--- config.mk ---
export PLATFORM = sky130hd
export DESIGN_NAME = pll_phase_ctrl
export DESIGN_NICKNAME = d
export VERILOG_FILES = /design/src/rtl/pll_phase_ctrl.sv
export SDC_FILE = /design/constraint.sdc
export NUM_CORES = 1
export LEC_CHECK = 0
export ABC_AREA = 1
export CORE_MARGIN = 1.5
export CORE_UTILIZATION = 45
export CTS_BUF_LIST = sky130_fd_sc_hd__clkbuf_8
export DETAILED_ROUTE_END_ITERATION = 7
export MAX_ROUTING_LAYER = met4
export PLACE_DENSITY = 0.68
export SLEW_MARGIN = 20
export SYNTH_ARGS = -nofsm -noshare
export SYNTH_HDL_FRONTEND = slang
export SYNTH_SLANG_ARGS = --single-unit
--- constraint.sdc ---
create_clock -name i_clk_in -period 1.6 [get_ports i_clk_in]
set_clock_uncertainty 0.1 [all_clocks]
set_input_delay 0.32 -clock i_clk_in [delete_from_list [all_inputs] [get_ports i_clk_in]]
set_output_delay 0.32 -clock i_clk_in [all_outputs]
set_load 0.005 [all_outputs]
--- src/rtl/pll_phase_ctrl.sv ---
`timescale 1ns / 1ps
// Dynamic phase-shift sequencer for the ECP5 EHXPLLL.
// Waits for a filtered PLL lock, applies a boot-time phase offset, then serves
// runtime step requests one channel at a time. PHASESEL/PHASEDIR/PHASESTEP are
// driven from flops so the PLL never sees decode glitches.
module pll_phase_ctrl #(
  parameter int unsigned N_CH       = 3,
  parameter int unsigned STEP_W     = 8,
  parameter int unsigned VCO_STEPS  = 8,
  parameter int unsigned SETUP_CYC  = 2,
  parameter int unsigned PULSE_CYC  = 2,
  parameter int unsigned GAP_CYC    = 2,
  parameter int unsigned LOCK_FILT  = 16,
  parameter int unsigned INIT_CHAN  = 1,
  parameter int unsigned INIT_STEPS = 0
) (
  input  logic                                  i_clk_in,
  input  logic                                  i_rst_n,
  input  logic                                  i_pll_lock,
  input  logic                                  i_req_valid,
  output logic                                  o_req_ready,
  input  logic [1:0]                            i_req_chan,
  input  logic                                  i_req_dir,
  input  logic [STEP_W-1:0]                     i_req_steps,
  output logic                                  o_done,
  output logic                                  o_err,
  output logic                                  o_clk_locked,
  output logic [N_CH*$clog2(VCO_STEPS)-1:0]     o_phase_pos,
  output logic [1:0]                            o_phasesel,
  output logic                                  o_phasedir,
  output logic                                  o_phasestep,
  output logic                                  o_phaseloadreg
);

  localparam int unsigned PW      = $clog2(VCO_STEPS);
  localparam int unsigned CW      = $clog2(LOCK_FILT + 1);
  localparam int unsigned TMR_MAX = (SETUP_CYC > PULSE_CYC) ?
                                    ((SETUP_CYC > GAP_CYC) ? SETUP_CYC : GAP_CYC) :
                                    ((PULSE_CYC > GAP_CYC) ? PULSE_CYC : GAP_CYC);
  localparam int unsigned TW      = (TMR_MAX > 0) ? $clog2(TMR_MAX + 1) : 1;

  typedef enum logic [2:0] {
    StWaitLock,
    StInit,
    StIdle,
    StSetup,
    StStepHi,
    StStepLo,
    StDone
  } state_e;

  state_e                     r_state, w_state_nxt;
  logic                       r_lock_meta, r_lock_sync;
  logic [CW-1:0]              r_lock_cnt, w_lock_cnt_nxt;
  logic [TW-1:0]              r_tmr, w_tmr_nxt;
  logic [STEP_W-1:0]          r_rem, w_rem_nxt;
  logic [1:0]                 r_chan, w_chan_nxt;
  logic                       r_dir, w_dir_nxt;
  logic                       r_boot, w_boot_nxt;
  logic                       r_err, w_err_nxt;
  logic                       r_clk_locked, w_clk_locked_nxt;
  logic [N_CH-1:0][PW-1:0]    r_pos, w_pos_nxt;
  logic [1:0]                 r_phasesel;
  logic                       r_phasedir;
  logic                       r_phasestep;
  logic                       w_hs;

  // Two-flop synchroniser for the asynchronous PLL lock pin
  always_ff @(posedge i_clk_in or negedge i_rst_n) begin
    if (!i_rst_n) begin
      r_lock_meta <= 1'b0;
      r_lock_sync <= 1'b0;
    end else begin
      r_lock_meta <= i_pll_lock;
      r_lock_sync <= r_lock_meta;
    end
  end

  // Ready is gated by lock so a request is never accepted on the cycle we abort
  assign o_req_ready    = (r_state == StIdle) && r_lock_sync;
  assign w_hs           = i_req_valid && o_req_ready;
  assign o_done         = (r_state == StDone);
  assign o_err          = r_err;
  assign o_clk_locked   = r_clk_locked;
  assign o_phase_pos    = r_pos;
  assign o_phasesel     = r_phasesel;
  assign o_phasedir     = r_phasedir;
  assign o_phasestep    = r_phasestep;
  assign o_phaseloadreg = 1'b0;

  // Next-state logic: lock filter, step sequencing, position tracking, lock-loss abort
  always_comb begin
    w_state_nxt      = r_state;
    w_lock_cnt_nxt   = '0;
    w_tmr_nxt        = r_tmr;
    w_rem_nxt        = r_rem;
    w_chan_nxt       = r_chan;
    w_dir_nxt        = r_dir;
    w_boot_nxt       = r_boot;
    w_err_nxt        = 1'b0;
    w_clk_locked_nxt = r_clk_locked;
    w_pos_nxt        = r_pos;

    case (r_state)
      StWaitLock: begin
        if (r_lock_sync) begin
          w_lock_cnt_nxt = r_lock_cnt + 1'b1;
          if (r_lock_cnt == CW'(LOCK_FILT - 1)) begin
            if (INIT_STEPS > 0) begin
              w_state_nxt = StInit;
            end else begin
              w_state_nxt      = StIdle;
              w_clk_locked_nxt = 1'b1;
            end
          end
        end
      end
      StInit: begin
        w_chan_nxt  = 2'(INIT_CHAN);
        w_dir_nxt   = 1'b0;
        w_rem_nxt   = STEP_W'(INIT_STEPS);
        w_boot_nxt  = 1'b1;
        w_tmr_nxt   = TW'(SETUP_CYC);
        w_state_nxt = StSetup;
      end
      StIdle: begin
        if (w_hs) begin
          if (32'(i_req_chan) >= N_CH) begin
            w_err_nxt = 1'b1;
          end else begin
            w_chan_nxt = i_req_chan;
            w_dir_nxt  = i_req_dir;
            w_rem_nxt  = i_req_steps;
            w_boot_nxt = 1'b0;
            if (i_req_steps == '0) begin
              w_state_nxt = StDone;
            end else begin
              w_tmr_nxt   = TW'(SETUP_CYC);
              w_state_nxt = StSetup;
            end
          end
        end
      end
      // One extra cycle here loads the PHASESEL/PHASEDIR flops, so they are
      // then stable for SETUP_CYC full cycles before PHASESTEP rises
      StSetup: begin
        if (r_tmr == '0) begin
          w_tmr_nxt   = TW'(PULSE_CYC - 1);
          w_state_nxt = StStepHi;
        end else begin
          w_tmr_nxt = r_tmr - 1'b1;
        end
      end
      StStepHi: begin
        if (r_tmr == '0) begin
          w_rem_nxt = r_rem - 1'b1;
          for (int i = 0; i < N_CH; i++) begin
            if (r_chan == 2'(i)) begin
              if (r_dir) begin
                w_pos_nxt[i] = (r_pos[i] == '0) ? PW'(VCO_STEPS - 1) : r_pos[i] - 1'b1;
              end else begin
                w_pos_nxt[i] = (r_pos[i] == PW'(VCO_STEPS - 1)) ? '0 : r_pos[i] + 1'b1;
              end
            end
          end
          w_tmr_nxt   = TW'(GAP_CYC - 1);
          w_state_nxt = StStepLo;
        end else begin
          w_tmr_nxt = r_tmr - 1'b1;
        end
      end
      StStepLo: begin
        if (r_tmr == '0) begin
          if (r_rem != '0) begin
            w_tmr_nxt   = TW'(PULSE_CYC - 1);
            w_state_nxt = StStepHi;
          end else begin
            w_state_nxt = StDone;
          end
        end else begin
          w_tmr_nxt = r_tmr - 1'b1;
        end
      end
      StDone: begin
        if (r_boot) begin
          w_clk_locked_nxt = 1'b1;
        end
        w_boot_nxt  = 1'b0;
        w_state_nxt = StIdle;
      end
      default: w_state_nxt = StWaitLock;
    endcase

    // Lock loss: the PLL restarts at zero phase, so any step in progress is void
    if ((r_state != StWaitLock) && !r_lock_sync) begin
      w_state_nxt      = StWaitLock;
      w_lock_cnt_nxt   = '0;
      w_clk_locked_nxt = 1'b0;
      w_pos_nxt        = '0;
      w_boot_nxt       = 1'b0;
      w_err_nxt        = (r_state == StInit) || (r_state == StSetup) ||
                         (r_state == StStepHi) || (r_state == StStepLo);
    end
  end

  // State and datapath registers; PLL control pins are registered here
  always_ff @(posedge i_clk_in or negedge i_rst_n) begin
    if (!i_rst_n) begin
      r_state      <= StWaitLock;
      r_lock_cnt   <= '0;
      r_tmr        <= '0;
      r_rem        <= '0;
      r_chan       <= '0;
      r_dir        <= 1'b0;
      r_boot       <= 1'b0;
      r_err        <= 1'b0;
      r_clk_locked <= 1'b0;
      r_pos        <= '0;
      r_phasesel   <= '0;
      r_phasedir   <= 1'b0;
      r_phasestep  <= 1'b0;
    end else begin
      r_state      <= w_state_nxt;
      r_lock_cnt   <= w_lock_cnt_nxt;
      r_tmr        <= w_tmr_nxt;
      r_rem        <= w_rem_nxt;
      r_chan       <= w_chan_nxt;
      r_dir        <= w_dir_nxt;
      r_boot       <= w_boot_nxt;
      r_err        <= w_err_nxt;
      r_clk_locked <= w_clk_locked_nxt;
      r_pos        <= w_pos_nxt;
      if (r_state == StSetup) begin
        r_phasesel <= r_chan;
        r_phasedir <= r_dir;
      end
      r_phasestep  <= (w_state_nxt == StStepHi);
    end
  end

endmodule

* Word level (Yosys, flattened, before mapping)
Index checks and enable logic that the tools add are counted.
Widths: inputs -> output; s select.
** Operators by class
- Add/subtract/negate cells :: 9
- Mux-type cells :: 59
- Reductions and logical operators :: 35
- Shift operators :: 0
- Equality and inequality tests :: 23
- $lt $le $gt $ge :: 1
- Multipliers :: 0
- Bitwise logic cells :: 0
- Div/mod/pow operators :: 0
** Operators with widths (number)
- $mux 3 :: 21
- $mux 9 :: 3
- $mux 8 :: 3
- $pmux 8 s3 :: 1
- $eq 3x3->1 const B :: 7
- $pmux 3 s7 :: 1
- $mux 2 :: 9
- $mux 5 :: 3
- $reduce_and 3->1 :: 5
- $mux 1 :: 13
- $logic_not 3->1 :: 4
- $reduce_bool 2->1 :: 6
- $add 3x1->3 const B :: 3
- $ne 3x3->1 const B :: 3
- $reduce_bool 3->1 :: 3
- $sub 3x1->3 const B :: 3
- $logic_not 8->1 :: 1
- $ne 2x2->1 const B :: 4
- $pmux 2 s4 :: 1
- $reduce_and 4->1 :: 2
- $reduce_bool 4->1 :: 2
- $reduce_bool 8->1 :: 1
- $sub 8x1->8 const B :: 1
- $eq 3x2->1 const B :: 2
- 18 further kinds :: 25
** Word-level totals
- Bits in latches :: 0
- ROM bits :: 0
- Output and inout port bits :: 18
- Input port bits :: 15
- Memory bits (writable) :: 0
- Register bits :: 39
- Word-level logic and storage cells :: 144
- Memories :: 0

* Longest topological paths before layout
- Depth in word-level cells :: 7
- Depth in mapped cells :: 10

* Worst setup path before layout
OpenSTA, ideal clock, no wires.
- Path kind :: register to register
- From :: register r_lock_cnt[0]
- To :: register r_phasestep, in the netlist o_phasestep
- Setup time :: 71 ps
- Arrival :: 1312 ps
- Stages on the path, launching flop included :: 9
- Setup slack :: 116 ps
- Clock period less this slack :: 1484 ps
- Path buffers :: 0
- Cell sequence :: dfrtp_1 > ha_1 > and3_1 > ha_1 > nand3_1 > nand3_1 > nor2_1 > nand2_1 > nor2_1
** Between the ends
- Cells in the longest elaborated chain, start to end :: 6
** RTL lines
- start: declaration :: RTL line 54 : logic [CW-1:0] r_lock_cnt, w_lock_cnt_nxt;
- start signal: assignment :: RTL line 224 : r_lock_cnt <= w_lock_cnt_nxt;
- $eq 5x4->1 :: RTL line 108 : if (r_lock_cnt == CW'(LOCK_FILT - 1)) begin
- $mux 3 :: RTL line 108
- $mux 3 :: RTL line 106 : if (r_lock_sync) begin
- $pmux 3 s7 :: RTL line 104 : case (r_state)
- $mux 3 :: RTL line 195 : if ((r_state != StWaitLock) && !r_lock_sync) begin
- $eq 3x3->1 :: RTL line 237 : r_phasestep <= (w_state_nxt == StStepHi);
- end signal: assignment :: RTL line 237
- end: declaration :: RTL line 65 : logic r_phasestep;
Every way passes these cells.
A chain may end at the register's enable or synchronous reset.

* Worst setup path after layout
- From :: register r_state[1]
- To :: register r_phasestep, in the netlist o_phasestep
** Between the ends
- Cells in the longest elaborated chain, start to end :: 7
- Elaborated cells on any way between the ends :: 21
- Those cells by class :: 7 x eq/ne; 9 x mux; 5 x reduce/logical
** RTL lines
- start: declaration :: RTL line 52 : state_e r_state, w_state_nxt;
- start signal: assignment :: RTL line 209 : r_state <= StWaitLock;
- start signal: assignment :: RTL line 223 : r_state <= w_state_nxt;
- $eq 3x2->1 :: RTL line 80, 104
- $logic_and 1x1->1 :: RTL line 80 : assign o_req_ready = (r_state == StIdle) && r_lock_sync;
- $logic_and 1x1->1 :: RTL line 81 : assign w_hs = i_req_valid && o_req_ready;
- $mux 3 :: RTL line 127 : if (w_hs) begin
- $pmux 3 s7 :: RTL line 104
- $mux 3 * :: RTL line 195
- $eq 3x3->1 * :: RTL line 237
Every way passes the cells marked *; elsewhere a longest branch is shown, timed or not.

==> impl_results.md <==
- Top cell type by total area after synthesis: dfrtp_1
- LEAKAGE: 0.00192 µW
- PD cells: between 1500 and 2000 mW/mm²
- Clk_lat worst skew: around 0.30 ns
- Post-synth EDFFs: 0
- Die Area: just under 0.006 mm²
- WP data required: ~1.7 ns
- Cell count after synthesis: ~330
- DRC Markers: 0
- Via count: roughly 2400
- DRT Wirelength: around 6.3 mm
- Status: finished, violations left
- Non-Filler Instances: about 480
- Period minus WS final: 1.67 ns
- Largest net degree at the start of global routing: 40
- H-tree depth: 2
- Met2 wire length: between 3 and 4 mm
- Antenna Diode Count: 0
- Core area: around 0.0051 mm²
- Most common cell after layout, fill and taps aside: nand2_1
- Initial DRT Pass Iterations: 4
- RePlAce Congestion: 0.925
- Detail Route met3 WL: 370 µm
- Most used cell along the critical path: nand2_1
- Register area share after synthesis: 0.402
- Fill cell count: 438
- TritonCTS buffer count: 5
- CP max stage delay: around 0.4 ns
- Die W: approximately 76 µm
- NumNets Final: between 400 and 500
- Tcrit/Tclk final: 1.04
- Vias in the first global route: about 2300
- Worst slack at placement: -0.122 ns
- Setup ws final: -0.0651 ns
- Critical path class: reg -> reg
- Met1 Wirelength: around 2.7 mm
- Crit path max fanout: 5
- Port-buffer cells: 31
- CP arrival: approximately 1.8 ns
- RSZ-0062 raised after global routing: yes
- Ys flop type: dfrtp_1
- Num rows: 26
- Total Routing Usage GR: 0.220
- Library cells used by synthesis: 30
- Dominant cells by area after synthesis: dfrtp_1 (40%), nand2_1 (14%), ha_1 (8.2%)
- Critical-path cell list: buf_4 -> buf_4 -> nand3_2 -> nand2_1 -> nand2_1 -> nand3_1 -> nor2_2 -> nand2_1 -> nor2_1
- DP Cell Count: 457
- CTS tree: built
- WL/cell: 13.0 µm
- CP Capture Type: flop
- Syn Area/Cell: 7.38 µm²
- Layout cell share with drive strength beyond 1: 0.251
- Synth-to-layout area growth: 43.5%
- Top cell type's share of synthesized area: 0.402
- Fmax achieved: roughly 600 MHz
- Maximum clock path buffer count: 2
- Failing checks: setup timing
- Final instance area: 0.00348 mm²
- CTS Root Cell: clkbuf_8
- Finished Core Util: 0.677
- CTS sink cnt: 39
- Async set or reset register ratio after synthesis: 1.00
- Worst-path clk slew: about 0.070 ns
- Starting density of the core: 0.472
- Synth Register Bits: 39
- Syn_nets: 360
- Placed cell area: approximately 0.0030 mm²
- Top delay family on crit path: simple AND/OR/NAND/NOR gates
- Global-route wire length before repair: approximately 10 mm
- Yosys warnings: 0
- Max-cap viol count: 0
- Die height: around 76 µm
- DRT iter0 DRCs: between 100 and 150
- CP max stage cell: dfrtp_1
- Final-report max-slew violation count: 0
- Antenna Nets Post-Route: 0
- Via/cell ratio: approximately 5
- Most frequent cells in the layout: nand2_1 (85), inv_1 (43), buf_4 (41)
- Final Hold Viols: 0
- Mapped Area: roughly 0.0024 mm²
- Hold crit path type: reg -> reg
- Critical Path Source Type: flop
- Buf/Inv on CP: 2
- Endpoints failing setup: 1
- GR Overflow Total: 0
- DR top layer: met4
- Post-DP HPWL: 4.16 mm
- Worst vdd ir: 0.914 mV
- Top-level I/O count: 33
- Initial antenna violation count: 0
-- area by class of cell --
class / instances / area, µm² / area share
Clock inverter: 1 / 5.00 / 0.00144
Sequential cell: 39 / 976 / 0.280
Timing Repair Buffer: 81 / 748 / 0.215
Multi-Input combinational cell: 236 / 1380 / 0.396
Clock buffer: 6 / 82.6 / 0.0237
Inverter: 51 / 204 / 0.0586
Tap cell: 70 / 87.6 / 0.0252
-- final timing paths --
path | from | endpoint | slack [ns] | cells past startpoint
setup / recovery | r_state[1]$_DFF_PN0_ | o_phasestep$_DFF_PN0_ | -0.07 | 9
hold / removal | r_lock_meta$_DFF_PN0_ | r_lock_sync$_DFF_PN0_ | 0.26 | 0
setup reg to reg | r_state[1]$_DFF_PN0_ | o_phasestep$_DFF_PN0_ | -0.07 | 9
hold reg to reg | r_lock_meta$_DFF_PN0_ | r_lock_sync$_DFF_PN0_ | 0.26 | 0
max in group asynchronous | i_rst_n | o_phasestep$_DFF_PN0_ | 0.78 | 3
min in group asynchronous | i_rst_n | r_rem[3]$_DFFE_PN0P_ | 0.41 | 3
-- cell usage after synthesis (2+ instances only) --
library cell and number:
xor2_1 3, a21oi_1 7, buf_4 3, nand3_1 27
o21ai_0 27, nor2_1 38, nor2_4 3, nand3_2 3
nand2_2 3, nand2_1 90, ha_1 16, a31oi_1 2
xnor2_1 2, inv_1 46, o22ai_1 3, dfrtp_1 39
inv_2 4
-- kinds of logic (layout without fill, tap and decap cells) --
kind of cell	Yosys count	after routing	share of synthesized area
buffers and inverters	55	139	0.0907
adders and majority gates	16	16	0.0825
xor gates and xnor gates	5	5	0.0180
DFF	39	39	0.402
AOI/OAI and AO/OA	42	42	0.0912
other	1	1	0.00154
and+or+nand+nor	171	172	0.314
-- power breakdown --
group / leakage, µW / internal (µW) / switching, µW
Sequential: 0.000513 / 1310 / 225
Clock: 0.0000470 / 338 / 347
Combinational: 0.00136 / 1720 / 2200
-- registers in the layout, summed over array words and instances (netlist names), 2 cells and up --
name,count
o_phase_pos,9
o_phasesel,2
r_chan,2
r_lock_cnt,5
r_rem,8
r_state,3
r_tmr,2
-- per-layer routing --
layer / vias to the layer above / track usage
li1: 1203 / -
met1: 1128 / 0.272
met2: 74 / 0.367
met3: 17 / 0.0443
met4: 0 / 0.0630
met5: - / -
-- metrics by stage --
stage	total power, µW	hold slack [ns]	TNS (ns)
floorplan	3600	-0.0756	0
detailed placement	4750	0.207	-1.48
global route	6670	0.258	-0.432
finish	6150	0.255	-0.0651
CTS	5640	0.255	-0.0306
global placement	4680	0.204	-1.09
-- what timing repair did --
action / 4_1_cts / 5_1_grt
pin swaps: 4 / 20
gates cloned: 0 / 1
hold buffers: 1 / 0
gates resized for setup: 16 / 55
endpoints found under the hold margin: 39 / 0
endpoints found under the setup margin: 23 / 39
buffers inserted: 9 / 9
-- worst register-to-register path: cells and delay by family (launching register included) --
kind | cells | cell delay, ns
buffers and inverters | 2 | 0.32
DFF | 1 | 0.40
and+or+nand+nor | 7 | 0.78
No activity file was read; power rests on OpenSTA's default activity.
